### config.mk
export PLATFORM = sky130hd
export DESIGN_NAME = mem_bus_arbiter_flat
export DESIGN_NICKNAME = d
export VERILOG_FILES = /design/src/rtl/mem_bus_arbiter_if.sv /design/src/rtl/mem_bus_arbiter.sv /design/src/flat_wrapper.sv
export SDC_FILE = /design/constraint.sdc
export NUM_CORES = 1
export LEC_CHECK = 0
export CAP_MARGIN = 40
export CORE_AREA = 2 2 118 120
export DETAILED_ROUTE_END_ITERATION = 8
export DIE_AREA = 0 0 120 122
export SYNTH_ARGS = -nofsm -noshare
export SYNTH_HDL_FRONTEND = slang
export SYNTH_SLANG_ARGS = --single-unit
### constraint.sdc
create_clock -name i_clk -period 1.32 [get_ports i_clk]
set_input_delay 0.396 -clock i_clk [delete_from_list [all_inputs] [get_ports i_clk]]
set_output_delay 0.396 -clock i_clk [all_outputs]
set_load 0.005 [all_outputs]
### src/rtl/mem_bus_arbiter_if.sv
// Bus bundle between N_REQ requesters, the round-robin arbiter and the atomic memory controller.
// The master modport is the arbiter's view; slave is the requester/controller environment.
interface mem_bus_arbiter_if #(
  parameter int N_REQ = 2
);
  localparam int ID_W = (N_REQ > 1) ? $clog2(N_REQ) : 1;

  logic [N_REQ-1:0]    i_req_bus_en;
  logic [N_REQ-1:0]    i_req_wr_en;
  logic [32*N_REQ-1:0] i_req_wr_data;
  logic [32*N_REQ-1:0] i_req_addr;
  logic [4*N_REQ-1:0]  i_req_byte_en;
  logic [N_REQ-1:0]    i_req_atomic;
  logic [7*N_REQ-1:0]  i_req_operation;
  logic [N_REQ-1:0]    o_req_ack;
  logic [31:0]         o_req_rd_data;

  logic                o_bus_en;
  logic                o_wr_en;
  logic [31:0]         o_wr_data;
  logic [31:0]         o_addr;
  logic [3:0]          o_byte_en;
  logic                o_atomic;
  logic [6:0]          o_operation;
  logic [ID_W-1:0]     o_id;
  logic                i_ack;
  logic [31:0]         i_rd_data;
  logic [N_REQ-1:0]    o_grant;

  modport master (
    input  i_req_bus_en, i_req_wr_en, i_req_wr_data, i_req_addr, i_req_byte_en,
    input  i_req_atomic, i_req_operation, i_ack, i_rd_data,
    output o_req_ack, o_req_rd_data, o_bus_en, o_wr_en, o_wr_data, o_addr,
    output o_byte_en, o_atomic, o_operation, o_id, o_grant
  );

  modport slave (
    output i_req_bus_en, i_req_wr_en, i_req_wr_data, i_req_addr, i_req_byte_en,
    output i_req_atomic, i_req_operation, i_ack, i_rd_data,
    input  o_req_ack, o_req_rd_data, o_bus_en, o_wr_en, o_wr_data, o_addr,
    input  o_byte_en, o_atomic, o_operation, o_id, o_grant
  );
endinterface

### src/rtl/mem_bus_arbiter.sv
// Round-robin arbiter in front of the shared atomic memory controller. The grant is held
// until the controller acks, followed by one RELEASE bubble so the winner can drop bus_en.
module mem_bus_arbiter #(
  parameter int N_REQ = 2
) (
  input  logic              i_clk,
  input  logic              i_rst,
  mem_bus_arbiter_if.master bus
);
  localparam int ID_W = (N_REQ > 1) ? $clog2(N_REQ) : 1;
  localparam logic [ID_W-1:0] LAST_IDX = ID_W'(N_REQ - 1);

  typedef enum logic [1:0] {
    ST_IDLE    = 2'd0,
    ST_BUSY    = 2'd1,
    ST_RELEASE = 2'd2
  } state_t;

  state_t          r_state;
  state_t          w_state_nxt;
  logic [ID_W-1:0] r_grant;
  logic [ID_W-1:0] r_ptr;
  logic [ID_W-1:0] w_grant_nxt;
  logic [ID_W-1:0] w_ptr_nxt;
  logic [ID_W-1:0] w_winner;
  logic [ID_W-1:0] w_idx;
  logic            w_any;
  logic            w_busy;

  // Scan offsets from high to low so the set bit nearest r_ptr (with wrap) wins last.
  always_comb begin
    w_any    = |bus.i_req_bus_en;
    w_winner = {ID_W{1'b0}};
    w_idx    = {ID_W{1'b0}};
    for (int k = N_REQ - 1; k >= 0; k--) begin
      w_idx = ID_W'((int'(r_ptr) + k) % N_REQ);
      if (bus.i_req_bus_en[w_idx]) begin
        w_winner = w_idx;
      end else begin
        w_winner = w_winner;
      end
    end
  end

  // State, grant and round-robin pointer registers.
  always_ff @(posedge i_clk or posedge i_rst) begin
    if (i_rst) begin
      r_state <= ST_IDLE;
      r_grant <= {ID_W{1'b0}};
      r_ptr   <= {ID_W{1'b0}};
    end else begin
      r_state <= w_state_nxt;
      r_grant <= w_grant_nxt;
      r_ptr   <= w_ptr_nxt;
    end
  end

  // Next-state logic; arbitration happens only in IDLE.
  always_comb begin
    w_state_nxt = r_state;
    w_grant_nxt = r_grant;
    w_ptr_nxt   = r_ptr;
    case (r_state)
      ST_IDLE: begin
        if (w_any) begin
          w_state_nxt = ST_BUSY;
          w_grant_nxt = w_winner;
          w_ptr_nxt   = (w_winner == LAST_IDX) ? {ID_W{1'b0}} : (w_winner + ID_W'(1));
        end else begin
          w_state_nxt = ST_IDLE;
        end
      end
      ST_BUSY: begin
        if (bus.i_ack) begin
          w_state_nxt = ST_RELEASE;
        end else begin
          w_state_nxt = ST_BUSY;
        end
      end
      ST_RELEASE: w_state_nxt = ST_IDLE;
      default:    w_state_nxt = ST_IDLE;
    endcase
  end

  // Downstream muxes and ack routing; everything is forced to zero outside BUSY.
  always_comb begin
    w_busy            = (r_state == ST_BUSY);
    bus.o_bus_en      = 1'b0;
    bus.o_wr_en       = 1'b0;
    bus.o_wr_data     = 32'd0;
    bus.o_addr        = 32'd0;
    bus.o_byte_en     = 4'd0;
    bus.o_atomic      = 1'b0;
    bus.o_operation   = 7'd0;
    bus.o_id          = {ID_W{1'b0}};
    bus.o_grant       = {N_REQ{1'b0}};
    bus.o_req_ack     = {N_REQ{1'b0}};
    bus.o_req_rd_data = 32'd0;
    if (w_busy) begin
      bus.o_bus_en    = bus.i_req_bus_en[r_grant];
      bus.o_wr_en     = bus.i_req_wr_en[r_grant];
      bus.o_wr_data   = bus.i_req_wr_data[{r_grant, 5'd0} +: 32];
      bus.o_addr      = bus.i_req_addr[{r_grant, 5'd0} +: 32];
      bus.o_byte_en   = bus.i_req_byte_en[{r_grant, 2'd0} +: 4];
      bus.o_atomic    = bus.i_req_atomic[r_grant];
      bus.o_operation = bus.i_req_operation[int'(r_grant) * 7 +: 7];
      bus.o_id        = r_grant;
      bus.o_grant     = {{(N_REQ - 1){1'b0}}, 1'b1} << r_grant;
      if (bus.i_ack) begin
        bus.o_req_ack     = {{(N_REQ - 1){1'b0}}, 1'b1} << r_grant;
        bus.o_req_rd_data = bus.i_rd_data;
      end else begin
        bus.o_req_ack     = {N_REQ{1'b0}};
        bus.o_req_rd_data = 32'd0;
      end
    end else begin
      bus.o_bus_en = 1'b0;
    end
  end
endmodule

### src/flat_wrapper.sv
// flat-port wrapper written by rule: the top's interface ports become plain ports
module mem_bus_arbiter_flat 
#(
  parameter int N_REQ = 2
)
  (i_clk, i_rst, bus_i_req_bus_en, bus_i_req_wr_en, bus_i_req_wr_data, bus_i_req_addr, bus_i_req_byte_en, bus_i_req_atomic, bus_i_req_operation, bus_i_ack, bus_i_rd_data, bus_o_req_ack, bus_o_req_rd_data, bus_o_bus_en, bus_o_wr_en, bus_o_wr_data, bus_o_addr, bus_o_byte_en, bus_o_atomic, bus_o_operation, bus_o_id, bus_o_grant);
  mem_bus_arbiter_if #(.N_REQ(N_REQ)) bus_i ();
  input  logic i_clk;
  input  logic i_rst;
  input wire logic [$bits(bus_i.i_req_bus_en)-1:0] bus_i_req_bus_en;
  input wire logic [$bits(bus_i.i_req_wr_en)-1:0] bus_i_req_wr_en;
  input wire logic [$bits(bus_i.i_req_wr_data)-1:0] bus_i_req_wr_data;
  input wire logic [$bits(bus_i.i_req_addr)-1:0] bus_i_req_addr;
  input wire logic [$bits(bus_i.i_req_byte_en)-1:0] bus_i_req_byte_en;
  input wire logic [$bits(bus_i.i_req_atomic)-1:0] bus_i_req_atomic;
  input wire logic [$bits(bus_i.i_req_operation)-1:0] bus_i_req_operation;
  input wire logic [$bits(bus_i.i_ack)-1:0] bus_i_ack;
  input wire logic [$bits(bus_i.i_rd_data)-1:0] bus_i_rd_data;
  output wire logic [$bits(bus_i.o_req_ack)-1:0] bus_o_req_ack;
  output wire logic [$bits(bus_i.o_req_rd_data)-1:0] bus_o_req_rd_data;
  output wire logic [$bits(bus_i.o_bus_en)-1:0] bus_o_bus_en;
  output wire logic [$bits(bus_i.o_wr_en)-1:0] bus_o_wr_en;
  output wire logic [$bits(bus_i.o_wr_data)-1:0] bus_o_wr_data;
  output wire logic [$bits(bus_i.o_addr)-1:0] bus_o_addr;
  output wire logic [$bits(bus_i.o_byte_en)-1:0] bus_o_byte_en;
  output wire logic [$bits(bus_i.o_atomic)-1:0] bus_o_atomic;
  output wire logic [$bits(bus_i.o_operation)-1:0] bus_o_operation;
  output wire logic [$bits(bus_i.o_id)-1:0] bus_o_id;
  output wire logic [$bits(bus_i.o_grant)-1:0] bus_o_grant;
  assign bus_i.i_req_bus_en = bus_i_req_bus_en;
  assign bus_i.i_req_wr_en = bus_i_req_wr_en;
  assign bus_i.i_req_wr_data = bus_i_req_wr_data;
  assign bus_i.i_req_addr = bus_i_req_addr;
  assign bus_i.i_req_byte_en = bus_i_req_byte_en;
  assign bus_i.i_req_atomic = bus_i_req_atomic;
  assign bus_i.i_req_operation = bus_i_req_operation;
  assign bus_i.i_ack = bus_i_ack;
  assign bus_i.i_rd_data = bus_i_rd_data;
  assign bus_o_req_ack = bus_i.o_req_ack;
  assign bus_o_req_rd_data = bus_i.o_req_rd_data;
  assign bus_o_bus_en = bus_i.o_bus_en;
  assign bus_o_wr_en = bus_i.o_wr_en;
  assign bus_o_wr_data = bus_i.o_wr_data;
  assign bus_o_addr = bus_i.o_addr;
  assign bus_o_byte_en = bus_i.o_byte_en;
  assign bus_o_atomic = bus_i.o_atomic;
  assign bus_o_operation = bus_i.o_operation;
  assign bus_o_id = bus_i.o_id;
  assign bus_o_grant = bus_i.o_grant;
  mem_bus_arbiter #(.N_REQ(N_REQ)) u_core (.i_clk(i_clk), .i_rst(i_rst), .bus(bus_i));
endmodule
==> metrics.txt, run 1 <==
Routed Antenna Nets 0; DRT iter0 DRCs 43; XOR/XNOR share of the synthesized area 0%; DRC violations left 0; hold buffers post-CTS 0; power density cells approximately 1400 nW/µm²; Seq/Total Area, Yosys under 10%; portion of netlist area occupied by mux cells a little under half; Worst path most repeated cell buf_6; grt ovf 0; Max Clock Freq a little over 0.5 GHz; Die X-Extent about 120 µm; Mapped Avg Cell Area around 7.1 µm²; fin util between 40% and 50%; CTS buffer count 3; Slew Limit Fails 0; Sink Count 4; Top FF cell, synth dfrtp_1; first-pass GRT wire length roughly 17 mm; CP Cell Sequence buf_6 > nand2b_4 > buf_6 > buf_16 > buf_6 > nor2_2 > buf_2; Post-Synth Simple-Gate Area about 34%; WP data required roughly 920 ps; core area between 10,000 and 15,000 µm²; RSZ-0062 raised after global routing true; Max FO, Critical Path 6; clk_lat worst skew around 230 ps; Max Cap Viol 0; ys async rst share between 90% and 100%; Nets 770; largest net degree at the start of global routing 41; IO Count between 300 and 400; Detailed Routing Iterations Pass 1 4; Clock Root Buffer clkbuf_16; Synth cell types 19; post-DR vias/cell approximately 4.1; crit path launch type flip-flop; crit end category primary output; CTS tree done; initial antenna violation count 1; die area 14,640 µm²; Syn Nets between 400 and 500; Worst path max stage delay around 380 ps; htree depth 1; Setup TNS -59,050 ps; Longest Clk Path Bufs 2; critical path type reg -> out; LEAKAGE approximately 2.7 nW; Synth Area in Compound Gates 1.587%; flops & latches, synth 4; Ys Warns 0; crit share post-route 147.7%; max-slew headroom at the worst pin between 80% and 90%; per-cell routed wire length roughly 16 µm; PortBufs 305; Syn Std Cell Area 1655 µm²; clock slew at reported path FFs around 30 ps; most common library cell in the layout ignoring fill and taps clkdlybuf4s50_1; Final WS setup -629.1 ps; Synth Area in Adders 0%; failing checks setup timing; Die Y roughly 120 µm; routability-driven placement congestion ratio approximately 0.81; Worst EP arrival between 1500 and 2000 ps; Core Rows 43; Critical Path Slowest Stage Cell dfrtp_1; DR vias 3,086; Post-synth EDFFs 0; Slew @ Worst Pin 269.0 ps; Area Growth Syn to Fin 259.6%; min cycle time layout roughly 1900 ps; worst min-delay path class in -> async; # setup viols final around 120; final hold viol count 0; post-synthesis cell count 232; status finished with violations; vias in the first global route 3,136; Detailed Place HPWL roughly 9.0 mm; most frequent cells in the layout clkdlybuf4s50_1, buf_2, mux2i_1, buf_6, nor2_2; share of layout cells above drive strength 1 between 50% and 60%; largest family of logic cells by synthesized area multiplexers; Max IR drop VDD approximately 0.54 mV; All-Layer GR Usage between 10% and 20%; initial core utilization between 10% and 20%; Fin Clk Skew 4.991 ps; Total Wirelength roughly 12 mm; worst hold slack roughly 360 ps
## critical path, delay by kind of cell, from the launching register on
family                 cells  cell delay (ps)
flip-flops                 1              380
buffers and inverters      5              660
AND/OR/NAND/NOR            2              280
## per-layer routing
layer	routed length, µm	GRT usage [%]	share of wire, %
met2	6873	30.58	56
met4	261	3.824	2.1
met5	0	0	0
met3	1212	3.699	9.8
met1	3988	13.95	32
## cell type report
type / instances / area (µm²)
Sequential cell: 4 / 103.9
Fill cell: 1298 / 7552
Antenna cell: 1 / 2.502
Tap cell: 180 / 225.2
Inverter: 1 / 3.754
Clock buffer: 4 / 78.83
Multi-Input combinational cell: 202 / 1893
Timing Repair Buffer: 367 / 3645
## cells by family after synthesis
| kind of cell | after synthesis |
|---|---|
| multiplexers | 78 |
| AND/OR/NAND/NOR | 121 |
| flip-flops | 4 |
| AO/OA/AOI/OAI | 3 |
| buffers and inverters | 26 |
## what timing repair did
item	CTS	global route
setup buffers	20	6
endpoints found under the setup margin	115	117
gates resized for setup	500	111
pin swaps	29	32
cloned	11	4
## flip-flops by register name, indices dropped and copies added, names as in the netlist
register        count
u_core.r_grant      1
u_core.r_ptr        1
u_core.r_state      2
## cell usage after synthesis (2+ instances only)
cell / instances / area share, %
nor2_1: 79 / 18
and2_1: 2 / 0.76
buf_6: 8 / 5.4
buf_4: 2 / 0.91
clkbuf_1: 3 / 0.68
buf_2: 12 / 3.6
dfrtp_1: 4 / 6.0
nor3b_1: 2 / 0.91
mux2i_1: 78 / 47
and3_1: 33 / 12
## report_power, final
group	leakage [nW]	internal [mW]	switching (mW)
registers	0.0464	0.180	0.0432
logic	2.65	4.58	2.99
clock network	0.0382	0.400	0.0970
total	2.74	5.16	3.13
## worst paths after layout
| kind | start | endpoint | slack [ps] | cells past startpoint |
|---|---|---|---|---|
| worst max-delay path | u_core.r_state[1] | bus_o_wr_data[29] | -630 | 7 |
| worst min-delay path | i_rst | u_core.r_ptr | 360 | 2 |
| worst max register to register | u_core.r_state[0] | u_core.r_ptr | 60 | 5 |
| worst min register to register | u_core.r_ptr | u_core.r_ptr | 520 | 1 |
| max in group asynchronous | i_rst | u_core.r_grant | 790 | 2 |
| min in group i_clk | u_core.r_ptr | u_core.r_ptr | 520 | 1 |
## stage by stage
stage                     std cells  total power, mW  setup WS (ps)  cell area [µm²]
final                           759            8.291         -629.1             5952
after global routing            759            8.787         -668.7             5952
after CTS                       754            7.641         -634.8             5588
after detailed placement        720            6.184         -854.0             5239
after global placement          720            6.141         -825.3             5239
after floorplan                 232            3.169         -85.00             1851
Note: power is estimated with default switching activity, not from simulation.
==> run 2, diff against run 1 <==
CORE_AREA = 8 8 111 113   (was 2 2 118 120)
CTS_BUF_LIST = sky130_fd_sc_hd__clkbuf_4   (was unset)
DIE_AREA = 0 0 119 121   (was 0 0 120 122)
PLACE_DENSITY = 0.68   (was unset)
==> run 2 against run 1 <==
Against the previous run:
- the flow still finishes with violations (setup timing)
- clock power fell by 61%
- combinational power increased by 6.5%
- worst hold slack worse by 20 ps
- clock-buffer cell count unchanged
- die area decreased by 1.6%
- global-route usage rose by 2.4 points
- register-to-register slack better by 60 ps
- wire length grew 19%
- via count increased by 1.4%
- sequential power increased by 8%
==> metrics.txt, run 2 (same netlist as run 1, synthesis figures left out) <==
DP Worst Slack -861.8 ps (-7.751 ps); CTS buffer count 3 (unchanged); first-pass GRT wire length 19.33 mm (+15%); clock slew at reported path FFs 50 ps (+20 ps); DP Cell Count 668 (-7.2%); power density cells 1421 nW/µm² (+2.0%); core area 10,600 µm² (-21%); max reg flops 2 (unchanged); Die X-Extent 119 µm (-0.83%); most common library cell in the layout ignoring fill and taps clkdlybuf4s50_1; Fin Clk Skew 7.623 ps (+2.632 ps); DRC violations left 0 (unchanged); Diodes inserted 0 (-1); Die Y 121 µm (-0.82%); routability-driven placement congestion ratio 0.7923 (-1.6%); WP data required 920 ps (about the same); IO Count 306 (unchanged); Setup TNS -62,420 ps (-3373 ps); die area 14,400 µm² (-1.6%); share of layout cells above drive strength 1 53.60% (+2.6 points); hold buffers post-CTS 0 (unchanged); top flop regs u_core.r_state x2, u_core.r_grant x1, u_core.r_ptr x1; LEAKAGE 2.653 nW (-3.0%); Nets 761 (-1.2%); Pwr Total 8.498 mW (+2.5%); Clock Root Buffer clkbuf_4; vias in the first global route 3,240 (+3.3%); post-DR vias/cell 4.412 (+8.5%); Detailed Routing Iterations Pass 1 4 (unchanged); Slew Limit Fails 0 (unchanged); final hold viol count 0 (unchanged); failing checks setup timing; Clk pwr share 2.3% (-3.7 points); min cycle time layout 1962 ps (+12.81 ps); non-filler instance count after layout 709 (-6.6%); worst hold slack 335.9 ps (-20.03 ps); Final WS setup -641.9 ps (-12.81 ps); Total Wirelength 14.69 mm (+19%); Core Rows 38 (-12%); RSZ-0062 raised after global routing true; grt ovf 0 (unchanged); Max Cap Viol 0 (unchanged); Reg with most FFs u_core.r_state; worst min-delay path class in -> async; crit end category primary output; Longest Clk Path Bufs 2 (unchanged); Sink Count 4 (unchanged); Slew @ Worst Pin 255.6 ps (-13.36 ps); DRT iter0 DRCs 85 (+98%); Worst EP arrival 1570 ps (+20 ps); PortBufs 305 (unchanged); largest net degree at the start of global routing 27 (-34%); Routed Antenna Nets 0 (unchanged); Net Sw Frac 39.25% (+1.4 points); htree depth 1 (unchanged); Detailed Place HPWL 10.82 mm (+20%); clk_lat worst skew 240 ps (about the same); Comb pwr share 94.9% (+3.6 points); per-cell routed wire length 20.72 µm (+27%); Switch Pwr 3.335 mW (+6.4%); # setup viols final 115 (unchanged); crit path launch type flip-flop; Max Clock Freq 0.5097 GHz (-0.65%); All-Layer GR Usage 17.05% (+2.4 points); P_int 5.162 mW (+0.11%); register share of total power 2.8% (about the same); DR vias 3,128 (+1.4%); Max FO, Critical Path 8 (+2); CTS tree done; most frequent cells in the layout clkdlybuf4s50_1, buf_2, nor2_2, buf_6, mux2i_1; fillcell total 946 (-27%); max-slew headroom at the worst pin 82.95% (+1.4 points); status finished with violations; Area Growth Syn to Fin 261.1%; Max IR drop VDD 0.7381 mV (+36%); initial antenna violation count 1 (unchanged); crit share post-route 148.6% (+0.97 points); critical path type reg -> out; initial core utilization 15.61% (+3.4 points)
==> run 2: final cells by class <==
type                       count  area [µm²]  area share (%)
inverter                       1       3.754         0.06279
multi-input combinational    203        2057           34.41
tap                          140       175.2           2.930
clock buffer                   4       30.03          0.5023
timing repair buffer         357        3608           60.36
sequential                     4       103.9           1.737
==> run 2: through the flow <==
stage / area (µm²) / util, %
after floorplan: 1851 / -
after global placement: 5074 / 47.85
after detailed placement: 5074 / 47.85
after CTS: 5420 / 51.12
after global routing: 5978 / 56.38
final: 5978 / 56.38
==> run 2: power by group through the flow <==
stage,registers [mW],logic (mW),clock network [mW]
after floorplan,0.200,2.97,0
after global placement,0.234,5.59,0
after detailed placement,0.236,5.64,0
after CTS,0.224,6.65,0.196
after global routing,0.251,8.52,0.214
final,0.241,8.06,0.194
==> run 2: worst max-delay path, cell delays in order, from the launching register on <==
cell,delay [ps]
dfrtp_4,520
buf_12,170
buf_16,150
buf_6,120
mux2i_1,110
nor2_1,110
buf_2,130
==> run 2: timing repair <==
action | 4_1_cts | 5_1_grt
gates resized for setup | 393 | 210
gates cloned | 8 | 11
pin swaps | 10 | 13
setup endpoints to repair | 115 | 116
setup buffers | 12 | 11
==> run 2: routing by layer <==
layer  vias up  track usage (%)  routed length [µm]
li1       1489                -                   -
met1      1433            16.96                5166
met2       192            32.38                7854
met3        12            7.585                1506
met4         2            2.767                 150
met5         -                0                  13
==> run 2: path summary, 6_finish.rpt <==
path,startpoint,end,slack [ps],cells past startpoint
min reg2reg,u_core.r_ptr,u_core.r_ptr,520,1
min,i_rst,u_core.r_state[0],340,2
min in group i_clk,u_core.r_ptr,u_core.r_ptr,520,1
max in group asynchronous,i_rst,u_core.r_grant,820,2
max reg2reg,u_core.r_state[0],u_core.r_grant,120,4
max,u_core.r_grant,bus_o_operation[6],-640,6
